===== config.mk =====
export PLATFORM = sky130hd
export DESIGN_NAME = rf_write_arbiter_flat
export DESIGN_NICKNAME = d
export VERILOG_FILES = /design/src/rtl/rf_write_arbiter_if.sv /design/src/rtl/rf_write_arbiter.sv /design/src/flat_wrapper.sv
export SDC_FILE = /design/constraint.sdc
export NUM_CORES = 1
export LEC_CHECK = 0
export ABC_CLOCK_PERIOD_IN_PS = 3680
export CAP_MARGIN = 20
export CORE_MARGIN = 5
export CORE_UTILIZATION = 25
export CTS_CLUSTER_DIAMETER = 100
export DETAILED_ROUTE_END_ITERATION = 16
export PLACE_DENSITY = 0.69
export SLEW_MARGIN = 20
export SYNTH_ARGS = -nofsm -noshare
export SYNTH_HDL_FRONTEND = slang
export SYNTH_SLANG_ARGS = --single-unit

===== constraint.sdc =====
create_clock -name clk -period 3.68 [get_ports clk]
set_clock_uncertainty 0.2 [all_clocks]
set_input_delay 0.736 -clock clk [delete_from_list [all_inputs] [get_ports clk]]
set_output_delay 0.736 -clock clk [all_outputs]
set_load 0.005 [all_outputs]

===== src/rtl/rf_write_arbiter_if.sv =====
// Requester, reservation, scoreboard-query and register-file write signals
// shared between the writeback arbiter and the pipeline around it.
interface rf_write_arbiter_if #(
  parameter int DBITS = 32
) ();
  logic             a_valid;
  logic [3:0]       a_dest;
  logic [DBITS-1:0] a_data;
  logic             a_ready;
  logic             b_valid;
  logic [3:0]       b_dest;
  logic [DBITS-1:0] b_data;
  logic             b_ready;
  logic             rsv_valid;
  logic [3:0]       rsv_dest;
  logic [3:0]       src0;
  logic [3:0]       src1;
  logic             src0_busy;
  logic             src1_busy;
  logic [15:0]      busy;
  logic             rf_we;
  logic [3:0]       rf_dest;
  logic [DBITS-1:0] rf_data;
  logic             init_done;

  modport master (
    output a_valid, a_dest, a_data, b_valid, b_dest, b_data,
           rsv_valid, rsv_dest, src0, src1,
    input  a_ready, b_ready, src0_busy, src1_busy, busy,
           rf_we, rf_dest, rf_data, init_done
  );

  modport slave (
    input  a_valid, a_dest, a_data, b_valid, b_dest, b_data,
           rsv_valid, rsv_dest, src0, src1,
    output a_ready, b_ready, src0_busy, src1_busy, busy,
           rf_we, rf_dest, rf_data, init_done
  );
endinterface


===== src/rtl/rf_write_arbiter.sv =====
// Two-requester register-file write arbiter with round-robin grant, a
// pending-write scoreboard and an optional post-reset zero-fill sweep.
module rf_write_arbiter #(
  parameter int DBITS     = 32,
  parameter int INIT_ZERO = 1
) (
  input  logic                clk,
  input  logic                reset,
  rf_write_arbiter_if.slave   bus
);

  typedef enum logic {ST_INIT, ST_RUN} state_t;

  state_t           state;
  state_t           state_nxt;
  logic [3:0]       init_cnt;
  logic             last_grant_b;
  logic [15:0]      busy_q;
  logic [15:0]      set_mask;
  logic [15:0]      clr_mask;
  logic             a_ready;
  logic             b_ready;
  logic             xfer;
  logic             rf_we;
  logic [3:0]       rf_dest;
  logic [DBITS-1:0] rf_data;

  always_ff @(posedge clk or negedge reset) begin
    if (!reset) begin
      state        <= (INIT_ZERO != 0) ? ST_INIT : ST_RUN;
      init_cnt     <= 4'd0;
      last_grant_b <= 1'b1;
      busy_q       <= 16'd0;
    end else begin
      state <= state_nxt;
      if (state == ST_INIT)
        init_cnt <= init_cnt + 4'd1;
      if (xfer)
        last_grant_b <= b_ready;
      // A reservation landing on the register being written wins.
      busy_q <= (busy_q & ~clr_mask) | set_mask;
    end
  end

  always_comb begin
    state_nxt = state;
    a_ready   = 1'b0;
    b_ready   = 1'b0;
    xfer      = 1'b0;
    rf_we     = 1'b0;
    rf_dest   = 4'd0;
    rf_data   = '0;
    set_mask  = 16'd0;
    clr_mask  = 16'd0;
    case (state)
      ST_INIT: begin
        rf_we   = 1'b1;
        rf_dest = init_cnt;
        if (init_cnt == 4'd15)
          state_nxt = ST_RUN;
      end
      default: begin
        // On a conflict, the requester not granted last time goes first.
        a_ready = bus.a_valid & (~bus.b_valid | last_grant_b);
        b_ready = bus.b_valid & (~bus.a_valid | ~last_grant_b);
        xfer    = a_ready | b_ready;
        rf_we   = xfer;
        if (a_ready) begin
          rf_dest = bus.a_dest;
          rf_data = bus.a_data;
        end else if (b_ready) begin
          rf_dest = bus.b_dest;
          rf_data = bus.b_data;
        end
        if (xfer)
          clr_mask[rf_dest] = 1'b1;
        if (bus.rsv_valid)
          set_mask[bus.rsv_dest] = 1'b1;
      end
    endcase
  end

  assign bus.a_ready   = a_ready;
  assign bus.b_ready   = b_ready;
  assign bus.rf_we     = rf_we;
  assign bus.rf_dest   = rf_dest;
  assign bus.rf_data   = rf_data;
  assign bus.busy      = busy_q;
  assign bus.src0_busy = busy_q[bus.src0];
  assign bus.src1_busy = busy_q[bus.src1];
  assign bus.init_done = (state == ST_RUN);

endmodule

===== src/flat_wrapper.sv =====
// flat-port wrapper written by rule: the top's interface ports become plain ports
module rf_write_arbiter_flat 
#(
  parameter int DBITS     = 32,
  parameter int INIT_ZERO = 1
)
  (clk, reset, bus_a_valid, bus_a_dest, bus_a_data, bus_b_valid, bus_b_dest, bus_b_data, bus_rsv_valid, bus_rsv_dest, bus_src0, bus_src1, bus_a_ready, bus_b_ready, bus_src0_busy, bus_src1_busy, bus_busy, bus_rf_we, bus_rf_dest, bus_rf_data, bus_init_done);
  rf_write_arbiter_if #(.DBITS(DBITS)) bus_i ();
  input  logic clk;
  input  logic reset;
  input wire logic [$bits(bus_i.a_valid)-1:0] bus_a_valid;
  input wire logic [$bits(bus_i.a_dest)-1:0] bus_a_dest;
  input wire logic [$bits(bus_i.a_data)-1:0] bus_a_data;
  input wire logic [$bits(bus_i.b_valid)-1:0] bus_b_valid;
  input wire logic [$bits(bus_i.b_dest)-1:0] bus_b_dest;
  input wire logic [$bits(bus_i.b_data)-1:0] bus_b_data;
  input wire logic [$bits(bus_i.rsv_valid)-1:0] bus_rsv_valid;
  input wire logic [$bits(bus_i.rsv_dest)-1:0] bus_rsv_dest;
  input wire logic [$bits(bus_i.src0)-1:0] bus_src0;
  input wire logic [$bits(bus_i.src1)-1:0] bus_src1;
  output wire logic [$bits(bus_i.a_ready)-1:0] bus_a_ready;
  output wire logic [$bits(bus_i.b_ready)-1:0] bus_b_ready;
  output wire logic [$bits(bus_i.src0_busy)-1:0] bus_src0_busy;
  output wire logic [$bits(bus_i.src1_busy)-1:0] bus_src1_busy;
  output wire logic [$bits(bus_i.busy)-1:0] bus_busy;
  output wire logic [$bits(bus_i.rf_we)-1:0] bus_rf_we;
  output wire logic [$bits(bus_i.rf_dest)-1:0] bus_rf_dest;
  output wire logic [$bits(bus_i.rf_data)-1:0] bus_rf_data;
  output wire logic [$bits(bus_i.init_done)-1:0] bus_init_done;
  assign bus_i.a_valid = bus_a_valid;
  assign bus_i.a_dest = bus_a_dest;
  assign bus_i.a_data = bus_a_data;
  assign bus_i.b_valid = bus_b_valid;
  assign bus_i.b_dest = bus_b_dest;
  assign bus_i.b_data = bus_b_data;
  assign bus_i.rsv_valid = bus_rsv_valid;
  assign bus_i.rsv_dest = bus_rsv_dest;
  assign bus_i.src0 = bus_src0;
  assign bus_i.src1 = bus_src1;
  assign bus_a_ready = bus_i.a_ready;
  assign bus_b_ready = bus_i.b_ready;
  assign bus_src0_busy = bus_i.src0_busy;
  assign bus_src1_busy = bus_i.src1_busy;
  assign bus_busy = bus_i.busy;
  assign bus_rf_we = bus_i.rf_we;
  assign bus_rf_dest = bus_i.rf_dest;
  assign bus_rf_data = bus_i.rf_data;
  assign bus_init_done = bus_i.init_done;
  rf_write_arbiter #(.DBITS(DBITS), .INIT_ZERO(INIT_ZERO)) u_core (.clk(clk), .reset(reset), .bus(bus_i));
endmodule

==> Word-level counts from Yosys, hierarchy flattened <==
Index checks and enable logic that the tools add are counted.
Widths: inputs -> output; s select.
{ "word_totals": {"register_bits": 22, "input_bits": 89, "output_inout_bits": 58, "word_cells": 50} }
{ "classes": {"add_sub_neg": 1, "n_lt_le_gt_ge": 6, "n_eq_ne": 1, "mux": 25, "bitwise_logic": 11, "reduce_logical": 2} }
{ "ops": {"columns": ["cell", "count"], "rows": [
  ["$mux 32", 3],
  ["$mux 16", 4],
  ["$lt 4x5->1 const B", 4],
  ["$and 16x16->16", 1],
  ["$mux 4", 4],
  ["$not 16->16", 1],
  ["$or 16x16->16", 1],
  ["$mux 1", 10],
  ["$bmux 1 s4", 2],
  ["$demux 1 s4", 2],
  ["$ge 4x1->1 const B", 2],
  ["$add 4x1->4 const B", 1],
  ["$eq 4x4->1 const B", 1],
  ["$not 1->1", 3],
  ["$or 1x1->1", 3],
  ["$and 1x1->1", 2],
  ["$logic_and 1x1->1", 2]
]} }

==> Longest topological paths before layout <==
Gate-level depths: netlist of the first run.
{ "logic_depth": {"depth_word": 15, "mapped_depth": 6, "depth_no_buf": 4} }

==> Worst setup path before layout of the first run <==
No wires, ideal clock.
{ "synth_timing": {"path_kind": "input to output", "start": "input port bus_src0[0]", "end": "output port bus_src0_busy", "arrival_ns": 1.721, "required_ns": 2.744, "path_slack_ns": 1.023, "path_stages": 2, "n_path_buf": 0, "path_cell_list": "mux4_1 mux4_2"} }
{ "synth_between": {"elab_chain_len": 2} }
{ "synth_lines": {"columns": ["item", "line", "rtl"], "rows": [
  ["from (decl)", "flat_wrapper.sv:19", "input wire logic [$bits(bus_i.src0)-1:0] bus_src0;"],
  ["$bmux 1 s4", "rf_write_arbiter.sv:89", "assign bus.src0_busy = busy_q[bus.src0];"],
  ["$mux 1 (not written as such)", "rf_write_arbiter.sv:89", null],
  ["to (decl)", "flat_wrapper.sv:23", "output wire logic [$bits(bus_i.src0_busy)-1:0] bus_src0_busy;"]
]} }
No other way between the ends. The select of a mux whose other input is x is not followed.

==> Worst setup path in the final report of the first run <==
{ "layout_timing": {"start": "input port bus_src1[0]", "end": "output port bus_src1_busy"} }
{ "layout_between": {"elab_chain_len": 2} }
{ "layout_lines": {"columns": ["item", "line", "rtl"], "rows": [
  ["from (decl)", "flat_wrapper.sv:20", "input wire logic [$bits(bus_i.src1)-1:0] bus_src1;"],
  ["$bmux 1 s4", "rf_write_arbiter.sv:90", "assign bus.src1_busy = busy_q[bus.src1];"],
  ["$mux 1 (not written as such)", "rf_write_arbiter.sv:90", null],
  ["to (decl)", "flat_wrapper.sv:24", "output wire logic [$bits(bus_i.src1_busy)-1:0] bus_src1_busy;"]
]} }
No other way between the ends. The select of a mux whose other input is x is not followed.

==> results_dict.tcl, run 1 <==
set metrics [dict create \
    outcome "finished, final reports clean" \
    slowest_stage "mux4_1" \
    synth_xor_area_frac 0.01488 \
    crit_chain "dlygate4sd2_1, mux4_1, mux4_2, clkdlybuf4s50_1" \
    tns_ns 0 \
    leakagePower_nw 1.373 \
    drt-pass1-iter-count 4 \
    synth.ff_latch_count 22 \
    clk_pin_slew_ns 0.07 \
    cp_max_fo 4 \
    start_kind "input pin" \
    internal-power_uw 779.1 \
    fin_crit_ns 3.511 \
    dp_hpwl_mm 5.930 \
    diodes 0 \
    antenna_found_initial 0 \
    buffer_ports.inserted 146 \
    initial_core_util 0.2584 \
    grt_pass1_wl_mm 10.89 \
    finalHoldViolations 0 \
    die_height_um 94.04 \
    gp_congestion 0.7903 \
    fmax_mhz 284.8 \
    critPathLaunch "bus_src1[0]" \
    clock_latency_ns 0.26 \
    power_switching_uw 329.8 \
    cts_tree "done" \
    drcViolationCount 0 \
    ys.flop_type "dfrtp_1" \
    place_ws_ns -0.1220 \
    routed_wirelength_mm 7.199 \
    clkPwrFrac 0.153 \
    std_cell_rows 30 \
    pwr-share-seq 0.327 \
    timing.final.crit_share 0.9542 \
    ant_nets 0 \
    setup_ws_ns 0.1686 \
    io_pins 147 \
    hold_ws_ns 0.2369 \
    place_area_um2 3376 \
    clock-root-buffer "clkbuf_8" \
    sw_frac_of_total 0.2974 \
    ir_worst_vdd_mv 0.2303 \
    synthSimpleGateAreaFrac 0.1467 \
    cts-hold-fix-buffers 0 \
    cts.path.max_buffers 2 \
    drt_iter0_markers 77 \
    p_per_area_nw_per_um2 323.9 \
    critical-path-max-stage-delay_ns 0.59 \
    detail_route.wl_per_cell_um 17.43 \
    hp-class "in2async" \
    synth_compound_area_frac 0.3296 \
    dieArea_um2 8843 \
    cts_made_buffers 3 \
    grt_pass1_vias 2090 \
    htreeDepth 1 \
    required_ns 2.74 \
    post-route-util 0.5011 \
    yosysSeqAreaShare 0.3125 \
    track_usage 0.1532 \
    core_area_um2 6832 \
    path_buf_inv 2 \
    fp.dieW_um 94.04 \
    crit_arrival_ns 2.58 \
    worst_pin_slew_ns 0.7425 \
    nFillCells 674 \
    avgSynthCellArea_um2 10.45 \
    power_frac_comb 0.521 \
    viasPerCell 5.048 \
    gr-total-overflow 0 \
    stdcell_area_um2 3423 \
    grt_start_max_net_pins 35 \
    synth_area_um2 1765 \
    setup_viol 0 \
    synth-async-reset-ratio 1.000 \
    r2r_start "u_core.bus.init_done" \
    netlist_instances 169 \
    area_growth_pct 93.90 \
    critPathKind "in2out" \
    muxShareOfSynthArea 0.1446 \
    maxSlewHeadroom 0.5050 \
    cts.sink_count 22 \
    synth_top_family_by_area "compound AO/OA/AOI/OAI gates" \
    layout-drive-gt1-share 0.1009 \
    yosysUniqueCellTypes 34 \
    yosys.area_share.adder 0.007087 \
    drv_cap 0 \
    nNetsFinal 408 \
    syn-num-nets 259 \
    synth-edff-count 0 \
    rsz0062_at_grt "no" \
    yosysWarningCount 0 \
    vias 2085 \
    final_max_slew_viol_count 0 \
    end_kind "output pin" \
    crit_family "multiplexers" \
]
## per-layer routing
layer	up-vias	part of all wire	global-route usage
li1	986	-	-
met1	983	0.39	0.1826
met2	109	0.52	0.2774
met3	7	0.086	0.03526
met4	0	0.0076	0.03490
met5	-	0	0
## kinds of logic (layout without fill, tap and decap cells)
family / after synthesis / in the layout
adder cells (fa/ha/maj): 1 / 1
AND/OR/NAND/NOR: 55 / 55
flip-flops: 22 / 22
buffers and inverters: 14 / 162
multiplexers: 11 / 11
AO/OA/AOI/OAI: 63 / 63
XOR/XNOR: 3 / 3
## cell type report
class / count / area (um2) / share of cell area
clock buffers: 4 / 55.05 / 0.01608
well taps: 96 / 120.1 / 0.03509
multi-input cells: 133 / 1135 / 0.3315
inverters: 2 / 7.507 / 0.002193
flip-flops and latches: 22 / 551.8 / 0.1612
repair buffers: 156 / 1554 / 0.4539
## power groups by stage
stage,sequential [mW],combinational [mW],clock [mW]
6_report,0.362,0.577,0.170
5_1_grt,0.370,0.621,0.185
4_1_cts,0.360,0.584,0.175
3_5_place_dp,0.365,0.582,0
3_3_place_gp,0.367,0.575,0
2_1_floorplan,0.343,0.221,0
## placed cells by master, fill, tap and decap left out, types with 4 or more instances in the layout
cell               n
dfrtp_1           21
nand3_1            4
clkbuf_8           4
nor2b_1            4
a32oi_2            4
clkdlybuf4s50_1  143
o41ai_1           16
nand2_1           31
a22o_1            32
mux4_1             5
buf_4              8
nor2_1             6
mux4_2             5
## final timing paths
kind | to | slack [ns] | cells after the start
worst min-delay path | u_core.bus.busy[11] | 0.24 | 1
worst max register to register | u_core.bus.busy[9] | 1.62 | 5
worst max-delay path | bus_src1_busy | 0.17 | 4
worst min register to register | u_core.init_cnt[3] | 0.30 | 1
min in group clk | u_core.init_cnt[3] | 0.30 | 1
max in group asynchronous | u_core.last_grant_b | 2.69 | 1
## synthesized netlist by cell type, drive strengths merged, types with 4 or more instances
| cell type | number | share of area |
|---|---|---|
| nand2 | 31 | 0.066 |
| buf | 10 | 0.036 |
| a32oi | 5 | 0.042 |
| dfrtp | 21 | 0.30 |
| nor2b | 4 | 0.014 |
| o41ai | 16 | 0.079 |
| nor2 | 6 | 0.013 |
| a22o | 32 | 0.16 |
| mux4 | 10 | 0.14 |
| nand3 | 4 | 0.011 |
## flip-flops by register name, summed over array words and instances (netlist names)
signal / cells
u_core.init_cnt: 4
u_core.last_grant_b: 1
u_core.bus.init_done: 1
u_core.bus.busy: 16
## stage by stage
stage,cells,total power [mW]
finish,413,1.109
global route,413,1.176
CTS,413,1.119
detailed placement,409,0.9469
global placement,409,0.9419
floorplan,169,0.5639
## timing repair
item	4_1_cts	5_1_grt
gates resized for setup	2	0
setup endpoints to repair	2	0
setup buffers	0	0
Power figures use the tool's default switching activity.
==> run 2: changes to the inputs <==
- CELL_PAD_IN_SITES_DETAIL_PLACEMENT: unset -> 1
- CELL_PAD_IN_SITES_GLOBAL_PLACEMENT: unset -> 1
- CORE_UTILIZATION: 25 -> 24
- PLACE_DENSITY: 0.69 -> 0.9
- SKIP_CTS_REPAIR_TIMING: unset -> 1
==> run 2 against run 1 <==
Clock power decreased by 5%. Count of clock-buffer cells in the layout unchanged. Sequential share of layout area about the same. Die area increased by 3.7%. Maximum frequency decreased by 0.66%. Combinational power increased by 3%.
==> results_dict.tcl, run 2 (synthesis results as in run 1) <==
set metrics [dict create \
    crit_arrival_ns 2.60 \
    start_kind "input pin" \
    cts.path.max_buffers 2 \
    buffer_ports.inserted 146 \
    fin_crit_ns 3.535 \
    layout-drive-gt1-share 0.09494 \
    clock-root-buffer "clkbuf_8" \
    io_pins 147 \
    grt_pass1_vias 2347 \
    viasPerCell 5.251 \
    initial_core_util 0.2447 \
    ir_worst_vdd_mv 0.1416 \
    drt_iter0_markers 101 \
    worst_pin_slew_ns 0.7301 \
    gp_congestion 0.8364 \
    dieArea_um2 9171 \
    detail_route.wl_per_cell_um 20.58 \
    path_common_cell "clkdlybuf4s50_1" \
    drcViolationCount 0 \
    timing.final.crit_share 0.9605 \
    cts_made_buffers 3 \
    htreeDepth 1 \
    track_usage 0.1761 \
    clock_latency_ns 0.27 \
    tns_ns 0 \
    path_buf_inv 2 \
    final_common_cell "clkdlybuf4s50_1" \
    routed_wirelength_mm 8.542 \
    rsz0062_at_grt "no" \
    nFillCells 816 \
    regArea_um2 551.8 \
    multi_input_area_um2 1135 \
    largest_reg_flops 16 \
    layout_common_cells "clkdlybuf4s50_1, a22o_1, nand2_1" \
    std_cell_rows 31 \
    cp_max_fo 4 \
    clk_pin_slew_ns 0.08 \
    crit_family "buffers and inverters" \
    area_growth_pct 93.55 \
    slowest_stage "clkdlybuf4s50_1" \
    hp-class "in2async" \
    drv_cap 0 \
    power_mw 1.120 \
    finalHoldViolations 0 \
    drt-pass1-iter-count 4 \
    fmax_mhz 282.9 \
    cts_tree "done" \
    leakagePower_nw 1.379 \
    maxSlewHeadroom 0.5133 \
    nNetsFinal 407 \
    core_area_um2 7214 \
    hold_ws_ns 0.2322 \
    grt_start_max_net_pins 35 \
    reg2reg_depth 5 \
    crit_chain "clkdlybuf4s50_1, mux4_1, mux4_2, clkdlybuf4s50_1" \
    fp.dieW_um 95.77 \
    grt_pass1_wl_mm 12.68 \
    setup_ws_ns 0.1453 \
    place_ws_ns -0.1788 \
    vias 2179 \
    gr-total-overflow 0 \
    setup_viol 0 \
    p_per_area_nw_per_um2 327.7 \
    required_ns 2.74 \
    cts.sink_count 22 \
    ant_nets 0 \
    outcome "finished, final reports clean" \
    critical-path-max-stage-delay_ns 0.58 \
    end_kind "output pin" \
    diodes 0 \
    critPathKind "in2out" \
    dp_hpwl_mm 7.047 \
    antenna_found_initial 0 \
    die_height_um 95.77 \
    cp_num_cells 4 \
    final_max_slew_viol_count 0 \
]
run 2: cell count changes in the layout (fill, tap and decap cells not counted), sizes merged:
| cell | delta |
|---|---|
| dlygate4sd2 | -2 |
| dlymetal6s2s | +2 |
| buf | -1 |
run 2: layout make-up:
type,instances,share of cell area
Tap cell,99,0.03625
Sequential cell,22,0.1615
Multi-Input combinational cell,133,0.3321
Clock buffer,4,0.01318
Inverter,2,0.002197
Timing Repair Buffer,155,0.4548
run 2: power breakdown:
group	internal, mW	total [mW]	leakage (nW)	switching, mW
Clock	0.0775	0.162	0.0228	0.0845
Sequential	0.294	0.365	0.269	0.0708
Combinational	0.389	0.593	1.09	0.203
Total	0.761	1.12	1.38	0.358
run 2: through the flow:
| step | instance area [um2] | instances | util |
|---|---|---|---|
| 2_1_floorplan | 1765 | 169 | - |
| 5_1_grt | 3417 | 415 | 0.4736 |
| 3_3_place_gp | 3372 | 411 | 0.4674 |
| 6_report | 3417 | 415 | 0.4736 |
| 3_5_place_dp | 3372 | 411 | 0.4674 |
| 4_1_cts | 3417 | 415 | 0.4736 |
run 2: final timing paths:
path                                      startpoint             endpoint  slack (ns)
worst max-delay path                     bus_src1[1]        bus_src1_busy        0.15
worst min-delay path                           reset   u_core.bus.busy[9]        0.23
worst max register to register  u_core.bus.init_done   u_core.bus.busy[9]        1.62
worst min register to register    u_core.init_cnt[3]   u_core.init_cnt[3]        0.31
max in group asynchronous                      reset  u_core.last_grant_b        2.68
min in group clk                  u_core.init_cnt[3]   u_core.init_cnt[3]        0.31
run 2: layer usage:
metal	part of all wire	routed length (um)	global-route usage
met5	0	0	0
met4	0.017	146	0.05450
met2	0.53	4534	0.3295
met1	0.36	3075	0.1961
met3	0.092	785	0.03987
==> run 3: changes to the inputs <==
- CTS_CLUSTER_SIZE: unset -> 20
- MAX_ROUTING_LAYER: unset -> met4
==> run 3 against run 2 <==
Sequential share of layout area is the same. Routed wire length grew 0.14%. Critical path type unchanged. Worst setup slack gained 0.0047 ns. Via count shrank 0.23%. Highest routed layer unchanged. Flip-flop and latch count is the same. Clock power is essentially flat.
==> results_dict.tcl, run 3 (synthesis results as in run 1) <==
set metrics [dict create \
    path_buf_inv 2 \
    std_cell_rows 31 \
    placed_cells 411 \
    multi_input_area_um2 1135 \
    initial_core_util 0.2447 \
    final_max_slew_viol_count 0 \
    final_common_cell "clkdlybuf4s50_1" \
    maxUsedRoutingLayer "met4" \
    start_kind "input pin" \
    gr-total-overflow 0 \
    viasPerCell 5.239 \
    timing.final.crit_share 0.9592 \
    maxSlewHeadroom 0.5284 \
    fin_cells 415 \
    cp_max_fo 4 \
    outcome "finished, final reports clean" \
    cts.sink_count 22 \
    layout_common_cells "clkdlybuf4s50_1, a22o_1, nand2_1" \
    hold_ws_ns 0.2344 \
    clock-root-buffer "clkbuf_8" \
    cts_tree "done" \
    wl_met3_um 811 \
    grt_pass1_vias 2341 \
    p_per_area_nw_per_um2 327.2 \
    leakagePower_nw 1.379 \
    diodes 0 \
    antenna_found_initial 0 \
    met2_length_mm 4.563 \
    crit_arrival_ns 2.59 \
    ant_nets 0 \
    crit_family "buffers and inverters" \
    end_kind "output pin" \
    vias 2174 \
    worst_pin_slew_ns 0.7074 \
    regArea_um2 551.8 \
    crit_chain "clkdlybuf4s50_1, mux4_1, mux4_2, clkdlybuf4s50_1" \
    area_growth_pct 93.55 \
    buffer_ports.inserted 146 \
    required_ns 2.74 \
    finalHoldViolations 0 \
    layout-drive-gt1-share 0.09494 \
    io_pins 147 \
    dp_hpwl_mm 7.047 \
    clock_latency_ns 0.27 \
    setup_viol 0 \
    critPathKind "in2out" \
    met1_length_mm 3.033 \
    detail_route.wl_per_cell_um 20.61 \
    grt_start_max_net_pins 35 \
    path_common_cell "clkdlybuf4s50_1" \
    ir_worst_vdd_mv 0.1414 \
    nFillCells 816 \
    rsz0062_at_grt "no" \
    core_area_um2 7214 \
    dieArea_um2 9171 \
    drcViolationCount 0 \
    drt-pass1-iter-count 5 \
    routed_wirelength_mm 8.554 \
    clk_pin_slew_ns 0.08 \
    track_usage 0.1812 \
    die_height_um 95.77 \
    fmax_mhz 283.3 \
    fin_crit_ns 3.530 \
    slowest_stage "clkdlybuf4s50_1" \
    drt_iter0_markers 86 \
    cts.path.max_buffers 2 \
    nNetsFinal 407 \
    fp.dieW_um 95.77 \
    grt_pass1_wl_mm 12.69 \
    cts_made_buffers 3 \
    largest_reg_flops 16 \
    hp-class "in2async" \
    gp_congestion 0.8493 \
    critical-path-max-stage-delay_ns 0.58 \
    drv_cap 0 \
    htreeDepth 1 \
]
[run 3: cell counts in the layout (fill, tap and decap cells not counted)]
No cell type changed its count.
[run 3: final timing paths]
check                                     start                   to  slack (ns)  cells after the start
min in group clk             u_core.init_cnt[3]   u_core.init_cnt[3]        0.31                      1
max in group asynchronous                 reset  u_core.last_grant_b        2.68                      1
hold reg to reg              u_core.init_cnt[3]   u_core.init_cnt[3]        0.31                      1
setup / recovery                    bus_src1[1]        bus_src1_busy        0.15                      4
setup reg to reg           u_core.bus.init_done   u_core.bus.busy[9]        1.61                      5
hold / removal                            reset   u_core.bus.busy[9]        0.23                      1
[run 3: per-layer routing]
metal	vias up	GRT usage
met2	110	0.3306
met3	11	0.03831
li1	985	-
met1	1068	0.1966
met5	-	-
met4	0	0.05450
[run 3: area by class of cell]
| type | instances | area share |
|---|---|---|
| timing repair buffer | 155 | 0.4548 |
| multi-input combinational | 133 | 0.3321 |
| clock buffer | 4 | 0.01318 |
| tap | 99 | 0.03625 |
| sequential | 22 | 0.1615 |
| inverter | 2 | 0.002197 |
[run 3: where the power goes]
part | internal (mW) | total (mW) | switching, mW
Combinational | 0.389 | 0.592 | 0.203
Sequential | 0.294 | 0.365 | 0.0709
Clock | 0.0774 | 0.161 | 0.0834
Total | 0.761 | 1.12 | 0.357
[run 3: stage by stage]
step / total power, mW / instance area (um2) / utilization / setup WS [ns] / TNS [ns]
detailed placement: 0.9627 / 3372 / 0.4674 / -0.1788 / -0.2993
global placement: 0.9356 / 3372 / 0.4674 / -0.06983 / -0.1260
finish: 1.118 / 3417 / 0.4736 / 0.1500 / 0
CTS: 1.123 / 3417 / 0.4736 / -0.1742 / -0.2911
floorplan: 0.5639 / 1765 / - / 1.023 / 0
global route: 1.175 / 3417 / 0.4736 / 0.08163 / 0
